File: src/rtl/if_fetch_unit.sv
// Instruction-fetch stage: owns the fetch PC, issues imem requests, buffers responses in order for IF/ID.
// Optional misaligned-redirect fault tuple enabled by defining IF_MISALIGN_CHECK_EN.
module if_fetch_unit #(
  parameter logic [31:0] RESET_PC  = 32'h0000_0000,
  parameter int unsigned BUF_DEPTH = 2
) (
  input  logic        clk,
  input  logic        rst_n,
  input  logic        stall_i,
  input  logic        redirect_i,
  input  logic [31:0] redirect_pc_i,
  output logic        imem_req_o,
  output logic [31:0] imem_addr_o,
  input  logic        imem_gnt_i,
  input  logic        imem_rvalid_i,
  input  logic [31:0] imem_rdata_i,
  output logic [31:0] pc_if_o,
  output logic [31:0] pc4_if_o,
  output logic [31:0] instr_if_o,
  output logic        instr_valid_if_o,
  output logic        fetch_fault_if_o
);

  localparam int PTR_W = (BUF_DEPTH > 1) ? $clog2(BUF_DEPTH) : 1;
  localparam int CNT_W = 4;
  localparam logic [CNT_W:0] DEPTH_C = (CNT_W + 1)'(BUF_DEPTH);
  localparam logic [PTR_W-1:0] LAST_PTR = PTR_W'(BUF_DEPTH - 1);

  logic [31:0]      fetch_pc;
  logic [31:0]      fifo_pc    [BUF_DEPTH];
  logic [31:0]      fifo_instr [BUF_DEPTH];
  logic [PTR_W-1:0] rd_ptr, wr_ptr;
  logic [CNT_W-1:0] fifo_cnt, out_cnt, disc_cnt;
  logic             fault_hold, fault_pend;

  logic [31:0]      target_pc;
  logic             misalign;
  logic             fifo_empty, fault_show, pop, fifo_pop, grant;
  logic             rsp_disc, rsp_push;
  logic [31:0]      rsp_pc;
  logic [CNT_W:0]   in_use;

`ifdef IF_MISALIGN_CHECK_EN
  assign target_pc        = redirect_pc_i;
  assign misalign         = (redirect_pc_i[1:0] != 2'b00);
  assign fetch_fault_if_o = fault_show;
`else
  assign target_pc        = redirect_pc_i & 32'hFFFF_FFFC;
  assign misalign         = 1'b0;
  assign fetch_fault_if_o = 1'b0;
`endif

  function automatic logic [PTR_W-1:0] next_ptr(input logic [PTR_W-1:0] p);
    return (p == LAST_PTR) ? '0 : p + 1'b1;
  endfunction

  // The fault tuple waits until every response owed to the flushed path has drained.
  assign fifo_empty       = (fifo_cnt == '0);
  assign fault_show       = fault_hold & fault_pend & (disc_cnt == '0);
  assign instr_valid_if_o = !fifo_empty | fault_show;
  assign pop              = instr_valid_if_o & !stall_i & !redirect_i;
  assign fifo_pop         = pop & !fifo_empty;

  assign in_use     = {1'b0, fifo_cnt} + {1'b0, out_cnt} + {1'b0, disc_cnt};
  assign imem_req_o = rst_n & !redirect_i & !fault_hold &
                      ((in_use - {{CNT_W{1'b0}}, pop}) < DEPTH_C);
  assign imem_addr_o = fetch_pc;
  assign grant       = imem_req_o & imem_gnt_i;

  // Live requests are consecutive words, so the oldest one sits out_cnt words behind fetch_pc.
  assign rsp_disc = imem_rvalid_i & (disc_cnt != '0);
  assign rsp_push = imem_rvalid_i & (disc_cnt == '0);
  assign rsp_pc   = fetch_pc - {26'd0, out_cnt, 2'b00};

  always_comb begin
    pc_if_o    = '0;
    instr_if_o = '0;
    pc4_if_o   = '0;
    if (!fifo_empty) begin
      pc_if_o    = fifo_pc[rd_ptr];
      instr_if_o = fifo_instr[rd_ptr];
    end else if (fault_show) begin
      pc_if_o    = fetch_pc;
      instr_if_o = 32'h0000_0013;
    end
    if (instr_valid_if_o) pc4_if_o = pc_if_o + 32'd4;
  end

  always_ff @(posedge clk) begin
    if (rsp_push && !redirect_i) begin
      fifo_pc[wr_ptr]    <= rsp_pc;
      fifo_instr[wr_ptr] <= imem_rdata_i;
    end
  end

  // A redirect flushes everything live and converts in-flight requests into discards.
  always_ff @(posedge clk or negedge rst_n) begin
    if (!rst_n) begin
      fetch_pc   <= RESET_PC;
      rd_ptr     <= '0;
      wr_ptr     <= '0;
      fifo_cnt   <= '0;
      out_cnt    <= '0;
      disc_cnt   <= '0;
      fault_hold <= 1'b0;
      fault_pend <= 1'b0;
    end else if (redirect_i) begin
      fetch_pc   <= target_pc;
      rd_ptr     <= '0;
      wr_ptr     <= '0;
      fifo_cnt   <= '0;
      out_cnt    <= '0;
      disc_cnt   <= disc_cnt + out_cnt - CNT_W'(imem_rvalid_i);
      fault_hold <= misalign;
      fault_pend <= misalign;
    end else begin
      if (grant) fetch_pc <= fetch_pc + 32'd4;
      out_cnt  <= out_cnt + CNT_W'(grant) - CNT_W'(rsp_push);
      if (rsp_disc) disc_cnt <= disc_cnt - 1'b1;
      if (rsp_push) wr_ptr <= next_ptr(wr_ptr);
      if (fifo_pop) rd_ptr <= next_ptr(rd_ptr);
      fifo_cnt <= fifo_cnt + CNT_W'(rsp_push) - CNT_W'(fifo_pop);
      if (pop && fault_show) fault_pend <= 1'b0;
    end
  end

endmodule
File: config.mk
export PLATFORM = sky130hd
export DESIGN_NAME = if_fetch_unit
export DESIGN_NICKNAME = d
export VERILOG_FILES = /design/src/rtl/if_fetch_unit.sv
export SDC_FILE = /design/constraint.sdc
export NUM_CORES = 1
export LEC_CHECK = 0
export BUFFER_PORTS_ARGS = -buffer_cell sky130_fd_sc_hd__buf_2
export CAP_MARGIN = 20
export CORE_ASPECT_RATIO = 1.5
export CORE_MARGIN = 4
export CORE_UTILIZATION = 44
export DETAILED_ROUTE_END_ITERATION = 7
export HOLD_SLACK_MARGIN = 0.08
export PLACE_DENSITY = 0.73
export SYNTH_ARGS = -nofsm -noshare
export SYNTH_HDL_FRONTEND = slang
export SYNTH_SLANG_ARGS = --single-unit
File: constraint.sdc
create_clock -name clk -period 7.7 [get_ports clk]
set_input_delay 1.155 -clock clk [delete_from_list [all_inputs] [get_ports clk]]
set_output_delay 1.155 -clock clk [all_outputs]
set_load 0.02 [all_outputs]
==> impl_summary.txt, run 1 <==
----------------------------------------------------
[Clock network]
  Number of instances resized during post-cts repair ... 0
  Hold-fix buffers, CTS ... 0
  Deepest clock path buffer count ... 2
  Number of sinks driven by the clock tree ... approximately 170
  Deepest level of the CTS H-tree ... 4
  Clock insertion delay at the later pin of the skew report ... 0.43 ns
  CTS Root Cell ... sky130_fd_sc_hd__clkbuf_16
  TritonCTS clock tree ... done
  Number of buffers inserted to repair setup after CTS ... 0
  Number of buffers created by CTS ... 17
  Post-CTS clock slew at the launch and capture registers of the worst setup and hold paths ... 0.07 ns

[Synthesis]
  Share of async-settable or async-resettable flops after synthesis ... 0.2619
  Post-synthesis sequential element count ... 168
  Mean cell area of the mapped netlist ... 10.88 um2
  Cell area after synthesis ... 9288 um2
  Prevailing post-synth register cell ... sky130_fd_sc_hd__edfxtp_1
  Warnings, synthesis ... 0
  Portion of the post-synthesis area used by sequential elements ... 0.5195
  Top area cells in the synthesized netlist ... sky130_fd_sc_hd__edfxtp_1, sky130_fd_sc_hd__dfrtp_1, sky130_fd_sc_hd__mux2i_1
  Number of enable flip-flop cells after synthesis ... 124
  Cell type with the highest aggregate area in the netlist ... sky130_fd_sc_hd__edfxtp_1
  Count of different cell masters after synthesis ... 58
  Number of standard cells after synthesis ... 854
  Share of the synthesized area in the top cell type ... 0.4009

[Die]
  DIE AREA ... between 20000 and 25000 um2
  Chip Height ... about 190 um
  Number of placed I/O pins ... 201
  X dimension of the die ... 126.6 um
  Total core area ... 20580 um2
  Row Count ... 64
  Initial core utilization ... 0.4513

[Timing]
  Peak clock frequency supported by timing ... between 150 and 200 MHz
  Final cycle utilization of the critical path ... 0.7220
  Summed negative setup slack over all endpoints ... 0 ns
  Worst Max-Slew Pin Slew ... about 1.1 ns
  Count of final max-slew check failures ... 0
  Worst Skew ... 0.01502 ns
  Final Hold Vio Count ... 0
  Max-slew headroom ... 0.2702
  RSZ-0062 raised after global routing ... false
  Minimum period implied by the final worst setup slack ... 5.559 ns
  Final setup fails ... 0

[Setup path]
  Arrival time of the worst setup path ... 5.87 ns
  Slowest cell on the critical path ... sky130_fd_sc_hd__fa_1
  Critical path cell sequence ... buf_2 > buf_4 > nor3_1 > ha_1 > fa_1 > inv_1 > ha_1 > inv_1 > fa_1 > nand2_1 > nor4_1 > nand2_1 > nor2_1 > clkinv_1 > ha_1 > inv_1 > ha_1 > fa_1 > xnor2_1 > nor2_1
  Crit path top cell by count ... sky130_fd_sc_hd__ha_1
  Worst Path Required ... 8.01 ns
  Kind of start point of the critical path ... input port
  Largest stage delay, worst path ... 0.48 ns
  CP max FO ... 25
  Crit Path Category ... in -> reg
  Kind of end point of the critical path ... register
  Family with the most delay on the worst path ... adder cells
  CP bufs+invs ... 6

[Detailed routing]
  Mean number of vias per cell ... between 5 and 6
  Number of iterations in the first detailed-routing pass ... 5
  Vias ... between 6000 and 7000
  Per-cell routed wire length ... roughly 17 um
  DRC violations left ... 0
  Detailed Route WL ... between 20000 and 25000 um
  Number of DRC violations after detailed-routing iteration 0 ... 295
  Routed Antenna Nets ... 0

[Pwr]
  Max VDD drop ... 0.0003486 V
  Post-layout total power ... 4.078 mW
  Leakage ... 4.523 nW
  PD cells ... 370.7 nW/um2

[Flow run]
  Max-capacitance violation count ... 0

[Global route]
  Total routing resource utilization after global routing ... 0.1864
  Overflow left after global routing ... 0
  Maximum number of pins on one net before global-route repair ... 63
  Via count of the first global-routing pass ... between 6000 and 7000
  Number of antenna violations at the first check in global routing ... 0
  Wire length of the first global-routing pass ... 34760 um

[Placement]
  Final RePlAce weighted congestion ... around 0.91
  Detailed-placement wirelength estimate ... 16280 um
  Port buffer count ... 191

[Finish]
  Antenna Cells ... 0
  Number of nets in the final layout ... ~1100
  Filler instances ... 1895
  Fraction of final layout cells with drive strength greater than 1 ... 0.2397
  Area growth from synthesis to layout ... 18.44%
  Flip-flop and latch area ... 4828 um2
  Footprint of the multi-input gates ... 4093 um2

[Run status]
  Outcome ... completed

[Min path]
  Type of the worst min-delay path ... reg -> reg

----------------------------------------------------
==> sequential cells by signal (all words and copies together) (netlist names) <==
signal / count
fifo_instr: 64
fifo_pc: 60
imem_addr_o: 30
disc_cnt: 4
fifo_cnt: 4
out_cnt: 4
rd_ptr: 1
wr_ptr: 1
==> worst reg2reg max path, stage by stage (launching register included) <==
cell,delay (ns)
sky130_fd_sc_hd__dfrtp_1,0.36
sky130_fd_sc_hd__inv_1,0.10
sky130_fd_sc_hd__ha_1,0.15
sky130_fd_sc_hd__nor3b_2,0.14
sky130_fd_sc_hd__buf_4,0.41
sky130_fd_sc_hd__nor3_1,0.13
sky130_fd_sc_hd__ha_1,0.22
sky130_fd_sc_hd__fa_1,0.43
sky130_fd_sc_hd__inv_1,0.07
sky130_fd_sc_hd__ha_1,0.16
sky130_fd_sc_hd__inv_1,0.05
sky130_fd_sc_hd__fa_1,0.48
sky130_fd_sc_hd__nand2_1,0.05
sky130_fd_sc_hd__nor4_1,0.46
sky130_fd_sc_hd__nand2_1,0.36
sky130_fd_sc_hd__nor2_1,0.22
sky130_fd_sc_hd__clkinv_1,0.37
sky130_fd_sc_hd__ha_1,0.43
sky130_fd_sc_hd__inv_1,0.04
sky130_fd_sc_hd__ha_1,0.19
sky130_fd_sc_hd__fa_1,0.39
sky130_fd_sc_hd__xnor2_1,0.15
sky130_fd_sc_hd__nor2_1,0.05
==> cell families (layout without fill, tap and decap cells) <==
kind of cell | count (synthesis) | count (layout) | share of synthesized area
compound gates | 93 | 93 | 0.06709
xor+xnor | 71 | 71 | 0.06695
fa+ha+maj | 39 | 39 | 0.05901
buf+inv | 95 | 278 | 0.04351
flops | 168 | 168 | 0.5195
mux | 67 | 67 | 0.07342
other cells | 1 | 7 | 0.0004038
simple gates | 320 | 320 | 0.1701
==> worst paths after layout <==
kind / from / endpoint / slack, ns / cells past startpoint
max in group asynchronous: rst_n / rd_ptr$_DFFE_PN0P_ / 6.44 / 2
hold / removal: disc_cnt[3]$_DFFE_PN0P_ / disc_cnt[3]$_DFFE_PN0P_ / 0.58 / 1
setup reg to reg: fifo_cnt[2]$_DFF_PN0_ / out_cnt[2]$_DFF_PN0_ / 2.16 / 22
min in group asynchronous: rst_n / disc_cnt[1]$_DFFE_PN0P_ / 0.80 / 2
setup / recovery: redirect_i / out_cnt[2]$_DFF_PN0_ / 2.14 / 20
hold reg to reg: disc_cnt[3]$_DFFE_PN0P_ / disc_cnt[3]$_DFFE_PN0P_ / 0.58 / 1
==> cells in the mapped netlist, drive strengths merged, types with 8 or more instances <==
cell type,instances
edfxtp,124
nor2,109
mux2i,58
nand2,55
dfrtp,44
inv,43
xnor2,36
xor2,35
nor3,32
ha,31
nand3,27
o21ai,27
clkbuf,26
buf,25
a21oi,17
nor2b,17
nand4,13
nor4,13
a21o,11
and3,9
mux2,9
nand2b,9
fa,8
or3,8
==> area by class of cell <==
type | count | area share
flip-flops and latches | 168 | 0.4389
repair buffers | 202 | 0.09440
inverters | 44 | 0.01501
clock buffers | 19 | 0.03935
well taps | 264 | 0.03003
clock inverters | 13 | 0.01024
multi-input cells | 597 | 0.3720
==> stage by stage <==
| step | instances | hold slack [ns] | setup WS, ns | util | cell area [um2] |
|---|---|---|---|---|---|
| after floorplan | 860 | 0.5040 | 1.113 | - | 9310 |
| after global placement | 1274 | 0.5612 | 1.837 | 0.5077 | 10450 |
| after detailed placement | 1275 | 0.5726 | 1.772 | 0.5080 | 10460 |
| after CTS | 1307 | 0.5897 | 2.093 | 0.5345 | 11000 |
| after global routing | 1307 | 0.6170 | 1.637 | 0.5345 | 11000 |
| final | 1307 | 0.5816 | 2.141 | 0.5345 | 11000 |
==> cell usage in the layout (no fill, tap or decap), types with 13 or more instances in the layout <==
cell / count
sky130_fd_sc_hd__buf_2: 191
sky130_fd_sc_hd__edfxtp_1: 124
sky130_fd_sc_hd__nor2_1: 109
sky130_fd_sc_hd__mux2i_1: 58
sky130_fd_sc_hd__nand2_1: 55
sky130_fd_sc_hd__inv_1: 43
sky130_fd_sc_hd__dfrtp_1: 43
sky130_fd_sc_hd__xnor2_1: 36
sky130_fd_sc_hd__xor2_1: 35
sky130_fd_sc_hd__ha_1: 31
sky130_fd_sc_hd__nor3_1: 30
sky130_fd_sc_hd__o21ai_0: 27
sky130_fd_sc_hd__nand3_1: 27
sky130_fd_sc_hd__nor2b_1: 17
sky130_fd_sc_hd__a21oi_1: 17
sky130_fd_sc_hd__clkbuf_16: 17
sky130_fd_sc_hd__nand4_1: 13
==> power by group <==
| part | switching, mW | internal (mW) | leakage [nW] |
|---|---|---|---|
| clock network | 0.369 | 0.422 | 0.251 |
| registers | 0.120 | 1.07 | 1.66 |
| logic | 1.36 | 0.743 | 2.61 |
| total | 1.84 | 2.23 | 4.52 |
==> layer usage <==
layer,share of wire,track usage
met1,0.39,0.2160
met5,0,0
met4,0.028,0.07600
met2,0.52,0.3365
met3,0.055,0.03675
(Power assumes the default switching activity.)
==> run 2, diff against run 1 <==
- PLACE_DENSITY: 0.73 -> 0.75
- clock period: 7.7 -> 4.67 ns (I/O delays scaled with it)
==> run 2 against run 1 <==
Against the previous run: flip-flop and latch count is the same; routed wire length grew 1.2%; sequential power grew 63%; die area is the same; critical path depth shrank 10; worst hold slack lost 0.20 ns; first-iteration DRC count grew 19%; via count grew 0.35%; global-route usage grew 0.087 points; setup slack lost 1.9 ns; combinational power grew 72%.
==> impl_summary.txt, run 2 (synthesis results as in run 1) <==
----------------------------------------------------
[Run status]
  Outcome ... completed

[Timing]
  Final Hold Vio Count ... 0
  Worst slack on hold paths ... 0.3828 ns
  Peak clock frequency supported by timing ... ~230 MHz
  Worst Skew ... 0.009803 ns
  Minimum period implied by the final worst setup slack ... 4.407 ns
  Count of final max-slew check failures ... 0
  Final cycle utilization of the critical path ... 0.9436
  RSZ-0062 raised after global routing ... false
  Final setup fails ... 0
  Worst Max-Slew Pin Slew ... 1.096 ns
  Max-slew headroom ... 0.2592

[Setup path]
  Family with the most delay on the worst path ... simple AND/OR/NAND/NOR gates
  Largest stage delay, worst path ... around 0.55 ns
  Critical path cell sequence ... inv_2 > ha_4 > nor3b_4 > buf_4 > or3_1 > or4_4 > or3_1 > nor3b_2 > mux2_1 > buf_2
  CP max FO ... 49
  Crit Path Category ... reg -> out
  CP bufs+invs ... 3
  Slowest cell on the critical path ... sky130_fd_sc_hd__or4_4
  Arrival time of the worst setup path ... 3.71 ns
  Worst Path Required ... 3.97 ns
  Crit path top cell by count ... sky130_fd_sc_hd__or3_1
  Kind of start point of the critical path ... register
  Kind of end point of the critical path ... output port

[Clock network]
  Number of buffers created by CTS ... 17
  Deepest level of the CTS H-tree ... 4
  Number of sinks driven by the clock tree ... 168
  Number of buffers inserted to repair setup after CTS ... 0
  CTS Root Cell ... sky130_fd_sc_hd__clkbuf_16
  Clock insertion delay at the later pin of the skew report ... 0.43 ns
  Deepest clock path buffer count ... 2
  Hold-fix buffers, CTS ... 0
  Post-CTS clock slew at the launch and capture registers of the worst setup and hold paths ... 0.07 ns
  TritonCTS clock tree ... done
  Number of instances resized during post-cts repair ... 0

[Global route]
  Overflow left after global routing ... 0
  Wire length of the first global-routing pass ... ~35000 um
  Total routing resource utilization after global routing ... 0.1872
  Via count of the first global-routing pass ... 6796
  Number of antenna violations at the first check in global routing ... 0
  Maximum number of pins on one net before global-route repair ... 63

[Finish]
  Area growth from synthesis to layout ... 20.11%
  Number of cells in the finished layout apart from fillers ... 1314
  Flip-flop count of the largest register, all copies and words added ... 64
  Filler instances ... 1842
  Number of nets in the final layout ... 1146
  Antenna Cells ... 0
  Largest register by flop count ... fifo_instr
  Most common cell after layout, fill and taps aside ... sky130_fd_sc_hd__buf_2
  Most frequent cells in the layout ... sky130_fd_sc_hd__buf_2, sky130_fd_sc_hd__edfxtp_1, sky130_fd_sc_hd__nor2_1
  Fraction of final layout cells with drive strength greater than 1 ... 0.2571
  Final standard cell utilization of the core ... 0.5421

[Pwr]
  Switching power total ... around 3.1 mW
  Switching fraction of total power ... 0.4484
  Clock Power Share ... 0.194
  Max VDD drop ... 0.0004188 V
  PD cells ... 618.8 nW/um2
  Sequential group share of total power ... 0.281
  Combinational power share ... 0.525
  Internal Dissipation ... 3.807 mW
  Leakage ... between 4 and 5 nW

[Detailed routing]
  Per-cell routed wire length ... 16.96 um
  Routed Antenna Nets ... 0
  Mean number of vias per cell ... 5.307
  DRC violations left ... 0
  Number of DRC violations after detailed-routing iteration 0 ... 350
  Vias ... 6974
  Number of iterations in the first detailed-routing pass ... 5
  Detailed Route WL ... 22280 um

[Die]
  Chip Height ... 185.9 um
  Initial core utilization ... 0.4513
  Row Count ... 64
  Number of placed I/O pins ... 201
  X dimension of the die ... ~130 um
  DIE AREA ... 23540 um2
  Total core area ... between 20000 and 25000 um2

[Placement]
  Placed cells ... about 1300
  Detailed-placement wirelength estimate ... 16730 um
  Port buffer count ... 191
  Final RePlAce weighted congestion ... 0.9107

[Min path]
  Type of the worst min-delay path ... in -> async

[Flow run]
  Max-capacitance violation count ... 0

----------------------------------------------------
-- run 2: final cells by class --
class / instances / area, um2 / share of cell area
Sequential cell: 168 / 4828 / 0.4328
Tap cell: 264 / 330.3 / 0.02961
Multi-Input combinational cell: 597 / 4159 / 0.3728
Timing Repair Buffer: 209 / 1104 / 0.09892
Inverter: 44 / 170.2 / 0.01525
Clock inverter: 15 / 138.9 / 0.01245
Clock buffer: 17 / 425.4 / 0.03813
-- run 2: worst reg2reg max path, delay by kind of cell, from the launching register on --
family | cells | cell delay, ns
XOR/XNOR | 1 | 0.14
adder cells (fa/ha/maj) | 8 | 2.25
buffers and inverters | 5 | 0.32
flip-flops | 1 | 0.37
AND/OR/NAND/NOR | 7 | 1.04
-- run 2: metal layers --
| layer | track usage | wire length, um | share of wire |
|---|---|---|---|
| met1 | 0.2229 | 8795 | 0.39 |
| met2 | 0.3316 | 11610 | 0.52 |
| met3 | 0.03474 | 1165 | 0.052 |
| met4 | 0.07900 | 704 | 0.032 |
| met5 | 0 | 0 | 0 |
-- run 2: path summary, 6_finish.rpt --
check                                        start                          to  slack (ns)  cells after the start
max                          fifo_cnt[2]$_DFF_PN0_                pc4_if_o[27]        0.26                     10
min                                          rst_n     disc_cnt[0]$_DFFE_PN0P_        0.38                      2
max reg2reg                  fifo_cnt[2]$_DFF_PN0_        out_cnt[2]$_DFF_PN0_        0.42                     21
min reg2reg                disc_cnt[3]$_DFFE_PN0P_     disc_cnt[3]$_DFFE_PN0P_        0.59                      1
max in group asynchronous                    rst_n          rd_ptr$_DFFE_PN0P_        3.82                      2
min in group clk                   imem_rdata_i[3]  fifo_instr[1][3]$_DFFE_PP_        0.46                      1
-- run 2: power groups by stage --
stage	sequential (mW)	combinational (mW)	clock [mW]
final	1.94	3.62	1.34
after global routing	1.96	3.96	1.43
after CTS	1.94	3.65	1.38
after detailed placement	1.97	3.64	0
after global placement	1.96	3.57	0
after floorplan	1.92	2.55	0
-- run 2: per-stage QoR --
step                worst slack [ns]  cell area [um2]  setup TNS (ns)  power [mW]
floorplan                   -0.01713             9418        -0.03373       4.470
global placement              0.3229            10590               0       5.528
detailed placement            0.1738            10590               0       5.601
CTS                           0.2431            11160               0       6.961
global route                 0.04855            11160               0       7.347
finish                        0.2632            11160               0       6.903
==> run 3, diff against run 2 <==
- BUFFER_PORTS_ARGS: -buffer_cell sky130_fd_sc_hd__buf_2 -> unset
- DONT_BUFFER_PORTS: unset -> 1
- PLACE_DENSITY: 0.75 -> 0.67
==> run 3 against run 2 <==
Against the previous run: sequential power increased by 2%; total power decreased by 5.7%; cell area decreased by 8.2%; critical path type unchanged.
==> impl_summary.txt, run 3 (synthesis results as in run 1) <==
----------------------------------------------------
[Global route]
  Overflow left after global routing ... 0
  Total routing resource utilization after global routing ... 0.1812
  Maximum number of pins on one net before global-route repair ... 65
  Number of antenna violations at the first check in global routing ... 0
  Via count of the first global-routing pass ... 6190
  Wire length of the first global-routing pass ... 33290 um

[Clock network]
  CTS Root Cell ... sky130_fd_sc_hd__clkbuf_16
  Deepest level of the CTS H-tree ... 4
  Number of buffers created by CTS ... 17
  Deepest clock path buffer count ... 2
  TritonCTS clock tree ... done
  Post-CTS clock slew at the launch and capture registers of the worst setup and hold paths ... 0.07 ns
  Clock insertion delay at the later pin of the skew report ... 0.44 ns
  Number of sinks driven by the clock tree ... 168

[Timing]
  Final worst-path setup slack ... 0.3071 ns
  Summed negative setup slack over all endpoints ... 0 ns
  RSZ-0062 raised after global routing ... false
  Final setup fails ... 0
  Final Hold Vio Count ... 0
  Max-slew headroom ... 0.3891
  Count of final max-slew check failures ... 0
  Final cycle utilization of the critical path ... 0.9342
  Worst Skew ... 0.01882 ns
  Peak clock frequency supported by timing ... roughly 230 MHz
  Worst slack on hold paths ... 0.08973 ns
  Minimum period implied by the final worst setup slack ... about 4.4 ns
  Worst Max-Slew Pin Slew ... roughly 0.91 ns

[Finish]
  Final standard cell utilization of the core ... 0.4976
  Most frequent cells in the layout ... sky130_fd_sc_hd__edfxtp_1, sky130_fd_sc_hd__nor2_1, sky130_fd_sc_hd__mux2i_1
  Flip-flop count of the largest register, all copies and words added ... between 60 and 70
  Largest register by flop count ... fifo_instr
  Area growth from synthesis to layout ... 10.27%
  Number of cells in the finished layout apart from fillers ... 1127
  Number of nets in the final layout ... 959
  Fraction of final layout cells with drive strength greater than 1 ... 0.09618
  Antenna Cells ... 0
  Most common cell after layout, fill and taps aside ... sky130_fd_sc_hd__edfxtp_1

[Die]
  Row Count ... 64
  Initial core utilization ... 0.4513
  DIE AREA ... 23540 um2
  Total core area ... 20580 um2
  Number of placed I/O pins ... 201
  X dimension of the die ... 126.6 um
  Chip Height ... 185.9 um

[Detailed routing]
  DRC violations left ... 0
  Routed Antenna Nets ... 0
  Detailed Route WL ... about 21000 um
  Number of iterations in the first detailed-routing pass ... 4
  Vias ... approximately 6300
  Number of DRC violations after detailed-routing iteration 0 ... ~270
  Per-cell routed wire length ... 18.94 um
  Mean number of vias per cell ... about 5.6

[Setup path]
  CP bufs+invs ... 2
  Crit Path Category ... reg -> out
  Arrival time of the worst setup path ... 3.66 ns
  Critical path cell sequence ... inv_2 > ha_4 > nor3b_4 > buf_4 > or3_1 > or4_4 > or3_1 > nor3b_2 > mux2_1
  Kind of start point of the critical path ... register
  CP max FO ... 44
  Family with the most delay on the worst path ... simple AND/OR/NAND/NOR gates
  Crit path top cell by count ... sky130_fd_sc_hd__or3_1
  Kind of end point of the critical path ... output port
  Largest stage delay, worst path ... 0.56 ns
  Slowest cell on the critical path ... sky130_fd_sc_hd__or4_4
  Worst Path Required ... 3.97 ns
  Reg2Reg Setup Slack ... 0.32 ns

[Pwr]
  Max VDD drop ... between 0.0004 and 0.0005 V
  Leakage ... between 3 and 4 nW
  PD cells ... 635.8 nW/um2

[Placement]
  Final RePlAce weighted congestion ... 0.8838
  Detailed-placement wirelength estimate ... between 15000 and 20000 um
  Placed cells ... around 1100
  Port buffer count ... 0
  Place WS ... 0.2671 ns

[Flow run]
  Max-capacitance violation count ... 0

[Min path]
  Type of the worst min-delay path ... in -> async

[Run status]
  Outcome ... completed

----------------------------------------------------
-- run 3: changes by cell type in the layout (fill, tap and decap cells not counted), sizes merged --
cell | previous run | this run
clkinvlp | 3 | 4
buf | 209 | 22
clkbuf | 17 | 18
inv | 49 | 50
clkinv | 6 | 3
-- run 3: power breakdown --
part	internal (mW)	switching (mW)
registers	1.76	0.214
clock network	0.747	0.603
logic	1.00	2.18
total	3.51	3.00
-- run 3: layer usage --
metal | vias to the layer above | part of all wire | global-route usage
li1 | 3031 | - | -
met5 | - | 0 | 0
met1 | 2983 | 0.40 | 0.2163
met2 | 210 | 0.51 | 0.3058
met3 | 32 | 0.075 | 0.05541
met4 | 0 | 0.024 | 0.07342
-- run 3: repair_timing --
item,4_1_cts,5_1_grt
endpoints found under the hold margin,44,0
resized for setup,0,0
hold buffers,1,0
buffers inserted,0,0
-- run 3: layout make-up --
type	instances	area, um2
multi-input cells	597	4159
fillers	1853	10340
repair buffers	22	185.2
clock inverters	14	138.9
flip-flops and latches	168	4828
inverters	44	170.2
well taps	264	330.3
clock buffers	18	429.2
-- run 3: path summary, 6_finish.rpt --
kind,from,endpoint,cells after the start
setup / recovery,fifo_cnt[3]$_DFF_PN0_,pc4_if_o[27],9
hold / removal,rst_n,disc_cnt[3]$_DFFE_PN0P_,1
setup reg to reg,fifo_cnt[3]$_DFF_PN0_,out_cnt[2]$_DFF_PN0_,22
hold reg to reg,disc_cnt[3]$_DFFE_PN0P_,disc_cnt[3]$_DFFE_PN0P_,1
max in group asynchronous,rst_n,rd_ptr$_DFFE_PN0P_,1
min in group clk,redirect_i,out_cnt[0]$_DFF_PN0_,1
-- run 3: metrics by stage --
stage          area, um2  total power [mW]
2_1_floorplan       9418             4.470
3_3_place_gp        9646             5.159
3_5_place_dp        9646             5.212
4_1_cts            10240             6.595
5_1_grt            10240             6.961
6_report           10240             6.511
